===== config.mk =====
export PLATFORM = sky130hd
export DESIGN_NAME = rd_uart_ctrl
export DESIGN_NICKNAME = d
export VERILOG_FILES = /design/src/rtl/rd_uart_ctrl.sv
export SDC_FILE = /design/constraint.sdc
export NUM_CORES = 1
export LEC_CHECK = 0
export BUFFER_PORTS_ARGS = -buffer_cell sky130_fd_sc_hd__buf_4
export CAP_MARGIN = 20
export CORE_ASPECT_RATIO = 0.6
export CORE_MARGIN = 5
export CORE_UTILIZATION = 53
export DETAILED_ROUTE_END_ITERATION = 12
export GPL_ROUTABILITY_DRIVEN = 0
export PLACE_DENSITY = 0.77
export SYNTH_ARGS = -nofsm -noshare
export SYNTH_HDL_FRONTEND = slang
export SYNTH_SLANG_ARGS = --single-unit

===== constraint.sdc =====
create_clock -name clk -period 2.3 [get_ports clk]
set_clock_uncertainty 0.2 [all_clocks]
set_input_delay 0.115 -clock clk [delete_from_list [all_inputs] [get_ports clk]]
set_output_delay 0.115 -clock clk [all_outputs]
set_load 0.02 [all_outputs]

===== src/rtl/rd_uart_ctrl.sv =====
// Command/response controller: pops dividend and divisor bytes from the UART RX FIFO,
// runs the external rd divider (or short-circuits divide-by-zero / divider hang) and
// pushes quotient then remainder into the UART TX FIFO.
module rd_uart_ctrl #(
    parameter int W           = 8,
    parameter int TIMEOUT_CYC = 1023
) (
    input  logic         clk,
    input  logic         reset,
    input  logic         rx_empty,
    input  logic [W-1:0] r_data,
    output logic         rd_uart,
    input  logic         tx_full,
    output logic [W-1:0] w_data,
    output logic         wr_uart,
    output logic [W-1:0] x,
    output logic [W-1:0] y,
    output logic         start,
    input  logic         done,
    input  logic [W-1:0] quotient,
    input  logic [W-1:0] remainder,
    output logic         busy,
    output logic         err
);

    // Timer counts 0..TIMEOUT_CYC-1 inside WAIT, so clog2(TIMEOUT_CYC) bits suffice.
    localparam int TW = (TIMEOUT_CYC > 1) ? $clog2(TIMEOUT_CYC) : 1;
    localparam logic [TW-1:0] TIMER_LAST = TW'(TIMEOUT_CYC - 1);

    typedef enum logic [2:0] {
        ST_RD_X  = 3'd0,
        ST_RD_Y  = 3'd1,
        ST_START = 3'd2,
        ST_WAIT  = 3'd3,
        ST_ZERO  = 3'd4,
        ST_WR_Q  = 3'd5,
        ST_WR_R  = 3'd6
    } state_e;

    state_e         state_q;
    logic [W-1:0]   x_q;
    logic [W-1:0]   y_q;
    logic [W-1:0]   q_q;
    logic [W-1:0]   r_q;
    logic           start_q;
    logic           err_q;
    logic [TW-1:0]  timer_q;

    always_ff @(posedge clk or posedge reset) begin
        if (reset) begin
            state_q <= ST_RD_X;
            x_q     <= '0;
            y_q     <= '0;
            q_q     <= '0;
            r_q     <= '0;
            start_q <= 1'b0;
            err_q   <= 1'b0;
            timer_q <= '0;
        end else begin
            // NOTE: non-blocking throughout; the pulse defaults below are overridden
            // by a later assignment in the same cycle, which is how one-cycle pulses are made.
            start_q <= 1'b0;
            err_q   <= 1'b0;
            case (state_q)
                ST_RD_X: begin
                    if (!rx_empty) begin
                        x_q     <= r_data;
                        state_q <= ST_RD_Y;
                    end
                end
                ST_RD_Y: begin
                    if (!rx_empty) begin
                        y_q <= r_data;
                        if (r_data == '0) begin
                            state_q <= ST_ZERO;
                        end else begin
                            start_q <= 1'b1;
                            state_q <= ST_START;
                        end
                    end
                end
                ST_START: begin
                    timer_q <= '0;
                    state_q <= ST_WAIT;
                end
                ST_WAIT: begin
                    // done on the timeout cycle takes priority over the abort
                    if (done) begin
                        q_q     <= quotient;
                        r_q     <= remainder;
                        state_q <= ST_WR_Q;
                    end else if (timer_q == TIMER_LAST) begin
                        q_q     <= '1;
                        r_q     <= '1;
                        err_q   <= 1'b1;
                        state_q <= ST_WR_Q;
                    end else begin
                        timer_q <= timer_q + TW'(1);
                    end
                end
                ST_ZERO: begin
                    q_q     <= '1;
                    r_q     <= x_q;
                    err_q   <= 1'b1;
                    state_q <= ST_WR_Q;
                end
                ST_WR_Q: begin
                    if (!tx_full) state_q <= ST_WR_R;
                end
                ST_WR_R: begin
                    if (!tx_full) state_q <= ST_RD_X;
                end
                default: state_q <= ST_RD_X;
            endcase
        end
    end

    // FIFO strobes are combinational so a pop/push lands in the same cycle as the decision.
    assign rd_uart = ((state_q == ST_RD_X) || (state_q == ST_RD_Y)) && !rx_empty && !reset;
    assign wr_uart = ((state_q == ST_WR_Q) || (state_q == ST_WR_R)) && !tx_full && !reset;
    assign w_data  = (state_q == ST_WR_Q) ? q_q : r_q;

    assign x     = x_q;
    assign y     = y_q;
    assign start = start_q;
    assign err   = err_q;
    assign busy  = (state_q != ST_RD_X);

endmodule


==> metrics.csv, run 1 <==
metric,value,unit
status,finished clean,
die width,95.8,µm
post-synthesis async set-or-reset flop share,100,%
dominant synthesized flop cell,dfrtp_1,
Worst-Margin Slew,539,ps
distinct cell type count after synthesis,42,
# setup viols final,0,
DRT Wirelength,5980,µm
Clock Path Buffers,2,
Post-layout nets,316,
Die Area,5890,µm²
Post-Syn Nets,237,
H-tree Lvls,2,
WL per Instance,17.3,µm
P per Cell Area,1240,nW/µm²
Final Max Tran Viols,0,
final hold slack,44.5,ps
DR pass1 iterations,5,
YS warnings,0,
DR vias,1905,
Num CTS Buffers,5,
sequential area share after synthesis,50.2,%
Mapped Avg Cell Area,11.4,µm²
number of synthesized register bits,47,
Vias/cell,5.52,
global-route wire length before repair,9460,µm
Core Box Area,4190,µm²
Hold/Removal Path Class,primary input to flop,
share of cells above drive strength 1,38.9,%
number of max-cap violations,0,
Final Hold Fails,0,
die height,61.5,µm
Max Clk Rate,460,MHz
ANT cells,0,
synth cell count leaders,"47 x dfrtp_1, 32 x mux2_2, 22 x nand2_1",
io pins,58,
Initial Util,55.9,%
Layout area overhead,34.3,%
setup TNS,0,ps
Synth top area share,50.2,%
RSZ-0062 raised after global routing,false,
min cycle time layout,2170,ps
CTS tree,done,
Num Clock Sinks,47,
"Setup Fix Bufs, Post-CTS",0,
Setup crit end kind,primary output,
"Clk Latency, worst-skew pair",300,ps
Startpoint Class,flop,
worst vdd ir,0.858,mV
largest net degree at the start of global routing,29,
hpwl dp,4140,µm
Port Buffers,57,
initial antenna violation count,0,
WP data required,1990,ps
global-route usage over all layers,21.8,%
leakage,1.34,nW
cell taking the most area after synthesis,dfrtp_1,
Root Driver,clkbuf_8,
"antenna viol nets, final",0,
Iter 0 DRT Violations,153,
number of global-route vias before repair,1872,
Post-Syn Instances,206,
crit-path max FO,12,
period utilization,94.6,%
Syn Std Cell Area,2340,µm²
relative slew slack,63.9,%
DR DRC count,0,
leading post-synthesis cells by cell area,"dfrtp_1 50%, mux2_2 15%, nand2_1 3.5%",
WP data arrival,1860,ps
clk slew on worst S/H paths,80,ps
FP Rows,18,
crit path kind,flop to primary output,
most common cell in the netlist,dfrtp_1,
grt ovf,0,
Post-synth EDFFs,0,
cells in the final DEF, fill, tap and decap left out, drive strengths merged, types with 6 or more instances in the layout:
cell type | synthesis | layout
inv | 6 | 6
dfrtp | 47 | 47
clkbuf | 3 | 6
buf | 6 | 62
mux2 | 32 | 32
dlygate4sd3 | 0 | 19
nor2b | 8 | 8
o22a | 7 | 7
o21ai | 13 | 13
nor2 | 6 | 6
nand2 | 22 | 22
power breakdown:
| group | internal [mW] | switching (mW) | leakage, nW |
|---|---|---|---|
| Sequential | 1.17 | 0.318 | 0.550 |
| Combinational | 0.953 | 0.960 | 0.740 |
| Clock | 0.236 | 0.261 | 0.0470 |
stage by stage:
| stage | cells | instance area, µm² | setup WS, ps | utilization (%) | total power [mW] |
|---|---|---|---|---|---|
| after floorplan | 206 | 2340 | 178 | - | 2.62 |
| after global placement | 319 | 2860 | 234 | 68.2 | 3.29 |
| after detailed placement | 319 | 2860 | 185 | 68.2 | 3.35 |
| after CTS | 345 | 3140 | 24.3 | 75.0 | 3.90 |
| after global routing | 345 | 3140 | 5.56 | 75.0 | 4.13 |
| final | 345 | 3140 | 125 | 75.0 | 3.90 |
per-layer routing:
metal / GRT usage, % / up-vias / share of wire [%]
li1: - / 903 / -
met1: 30.6 / 929 / 48
met2: 33.6 / 66 / 44
met3: 5.62 / 7 / 6.6
met4: 6.88 / 0 / 1.3
met5: 0 / - / 0
worst max-delay path, stage by stage, from the launching register on:
cell,delay [ps]
dfrtp_2,520
inv_1,240
nand3_2,270
mux2_2,370
buf_4,160
cell families after synthesis:
group | count (synthesis) | synth area share [%]
AO/OA/AOI/OAI | 41 | 12.3
adder cells (fa/ha/maj) | 2 | 1.07
flip-flops | 47 | 50.2
XOR/XNOR | 3 | 1.12
buffers and inverters | 15 | 2.99
AND/OR/NAND/NOR | 64 | 16.0
multiplexers | 34 | 16.2
flip-flops by register name (all words and copies together) (netlist names):
name,flops
err,1
q_q,8
r_q,8
start,1
state_q,3
timer_q,10
x,8
y,8
area by class of cell:
cell class                 count  area [µm²]
inverter                       6        22.5
fill                         294        1050
tap                           60        75.1
clock inverter                 1        5.00
clock buffer                   6        82.6
sequential                    47        1180
multi-input combinational    144        1100
timing repair buffer          81         681
repair_timing:
action                     CTS  global route
gates cloned                 0             0
hold endpoints to repair    73             0
hold buffers                19             0
setup endpoints to repair    8             8
gates resized for setup      1             1
path summary, 6_finish.rpt:
check	start	end	slack, ps	cells after the start
worst max-delay path	state_q[1]	w_data[7]	130	4
worst max register to register	timer_q[0]	state_q[1]	160	6
min in group asynchronous	reset	x[3]	200	3
worst min register to register	timer_q[7]	timer_q[7]	290	1
max in group asynchronous	reset	r_q[4]	1200	4
worst min-delay path	remainder[7]	r_q[7]	40	4
Note: power is estimated with default switching activity, not from simulation.
==> run 2, diff against run 1 <==
--- a/config.mk
+++ b/config.mk
@@ -7,7 +7,6 @@
 export LEC_CHECK = 0
 export BUFFER_PORTS_ARGS = -buffer_cell sky130_fd_sc_hd__buf_4
 export CAP_MARGIN = 20
-export CORE_ASPECT_RATIO = 0.6
 export CORE_MARGIN = 5
 export CORE_UTILIZATION = 53
 export DETAILED_ROUTE_END_ITERATION = 12
==> run 2 against run 1 <==
Against the previous run: hold slack lost 23 ps; combinational power is essentially flat; setup slack improved by 37 ps; critical endpoint is now r_q[4].
==> metrics.csv, run 2 (synthesized netlist as in run 1, its figures left out) <==
metric,value,unit,change
Core Box Area,4320,µm²,was 4190 µm²
Port Buffers,57,,unchanged
"Setup Fix Bufs, Post-CTS",0,,unchanged
Max Clk Rate,468,MHz,was 460 MHz
Iter 0 DRT Violations,100,,was 153
grt peak-use layer,met2,,unchanged
r2r setup slk,160,ps,about the same
WL per Instance,16.4,µm,was 17.3 µm
met1 Usage GRT,26.6,%,was 30.6%
clk slew on worst S/H paths,80,ps,about the same
"Critical Path, Cell by Cell",inv_1 -> ha_1 -> and4_1 -> a31oi_1 -> o31ai_4 -> buf_12 -> mux2_2,,was inv_1 -> nand3_2 -> mux2_2 -> buf_4
Final WS setup,162,ps,was 125 ps
worst vdd ir,0.787,mV,was 0.858 mV
final hold slack,21.7,ps,was 44.5 ps
crit-path max FO,16,,was 12
status,finished clean,,unchanged
DR pass1 iterations,4,,was 5
io pins,58,,unchanged
pre-CTS setup slack,178,ps,was 185 ps
CTS tree,done,,unchanged
Startpoint Class,flop,,unchanged
period utilization,92.9,%,was 94.6%
Final Max Tran Viols,0,,unchanged
Post-layout nets,318,,was 316
grt ovf,0,,unchanged
non-filler instance count after layout,339,,was 345
FP Rows,24,,was 18
Worst path max stage delay,430,ps,was 520 ps
max reg flops,10,,unchanged
number of global-route vias before repair,1919,,was 1872
DR vias,1892,,was 1905
global-route wire length before repair,9450,µm,was 9460 µm
share of cells above drive strength 1,39.0,%,was 38.9%
ANT cells,0,,unchanged
Root Driver,clkbuf_8,,unchanged
WP data required,2290,ps,was 1990 ps
H-tree Lvls,2,,unchanged
setup TNS,0,ps,unchanged
RSZ-0062 raised after global routing,false,,unchanged
"Clk Latency, worst-skew pair",300,ps,about the same
Num Clock Sinks,47,,unchanged
DP Cell Count,313,,was 319
WP data arrival,2120,ps,was 1860 ps
Fillers,314,,was 294
relative slew slack,65.3,%,was 63.9%
Clock Path Buffers,2,,unchanged
Hold/Removal Path Class,primary input to flop,,unchanged
GR Util met2,32.1,%,was 33.6%
number of max-cap violations,0,,unchanged
Die Area,5850,µm²,was 5890 µm²
Final Hold Fails,0,,unchanged
leakage,1.34,nW,about the same
largest net degree at the start of global routing,26,,was 29
hpwl dp,3890,µm,was 4140 µm
Worst-Margin Slew,519,ps,was 539 ps
crit path kind,flop to flop,,was flop to primary output
"commonest non-fill, non-tap cell in the layout",buf_4,,unchanged
Initial Util,54.1,%,was 55.9%
most flop-heavy register,timer_q,,unchanged
most frequent cells in the layout,"63 x buf_4, 47 x dfrtp_1, 32 x mux2_2, 22 x nand2_1, 19 x dlygate4sd3_1",,"was 60 x buf_4, 46 x dfrtp_1, 32 x mux2_2, 22 x nand2_1, 19 x dlygate4sd3_1"
die width,76.5,µm,was 95.8 µm
die height,76.5,µm,was 61.5 µm
DR DRC count,0,,unchanged
Num CTS Buffers,5,,unchanged
Vias/cell,5.58,,was 5.52
Worst path slowest cell,dfrtp_1,,was dfrtp_2
DRT Wirelength,5540,µm,was 5980 µm
Layout area overhead,33.9,%,was 34.3%
global-route usage over all layers,19.7,%,was 21.8%
initial antenna violation count,0,,unchanged
P per Cell Area,1230,nW/µm²,was 1240 nW/µm²
"antenna viol nets, final",0,,unchanged
met3 global-route usage,5.44,%,was 5.62%
Setup crit end kind,flop,,was primary output
min cycle time layout,2140,ps,was 2170 ps
# setup viols final,0,,unchanged
## run 2: cell count changes in the layout (fill, tap and decap cells not counted), sizes merged
| cell | before | now |
|---|---|---|
| buf | 62 | 64 |
## run 2: metrics by stage
stage          power, mW  util (%)  area, µm²
2_1_floorplan       2.62         -       2340
3_3_place_gp        3.27      65.9       2850
3_5_place_dp        3.33      65.9       2850
4_1_cts             3.86      72.4       3130
5_1_grt             4.09      72.5       3130
6_report            3.85      72.5       3130
## run 2: cell type report
| type | count | area (µm²) | area share (%) |
|---|---|---|---|
| flip-flops and latches | 47 | 1180 | 37.5 |
| well taps | 52 | 65.1 | 2.08 |
| multi-input cells | 144 | 1100 | 35.1 |
| clock inverters | 1 | 5.00 | 0.160 |
| clock buffers | 6 | 82.6 | 2.63 |
| inverters | 6 | 22.5 | 0.719 |
| repair buffers | 83 | 683 | 21.8 |
## run 2: where the power goes
group	leakage, nW	switching, mW	internal, mW
combinational	0.745	0.948	0.960
clock	0.0470	0.259	0.236
sequential	0.551	0.279	1.17
## run 2: repair_timing
item,in CTS,in global routing
gates resized for setup,0,1
endpoints found under the setup margin,0,8
hold buffers,19,0
endpoints found under the hold margin,48,0
## run 2: worst max-delay path: cells and delay by family (launching register included)
family	cells	cell delay (ps)
simple gates	1	270
buf+inv	2	270
fa+ha+maj	1	140
compound gates	2	380
mux	1	330
flops	1	430
## run 2: per-layer routing
| layer | vias up | part of all wire [%] |
|---|---|---|
| li1 | 914 | - |
| met1 | 907 | 44 |
| met2 | 63 | 49 |
| met3 | 8 | 5.6 |
| met4 | 0 | 0.92 |
| met5 | - | 0 |
## run 2: worst paths after layout
| check | from | end | cells past startpoint |
|---|---|---|---|
| worst max-delay path | timer_q[0] | r_q[4] | 7 |
| worst min-delay path | remainder[7] | r_q[7] | 4 |
| worst max register to register | timer_q[0] | r_q[4] | 7 |
| worst min register to register | timer_q[7] | timer_q[7] | 1 |
| max in group asynchronous | reset | state_q[0] | 4 |
| min in group asynchronous | reset | start | 3 |
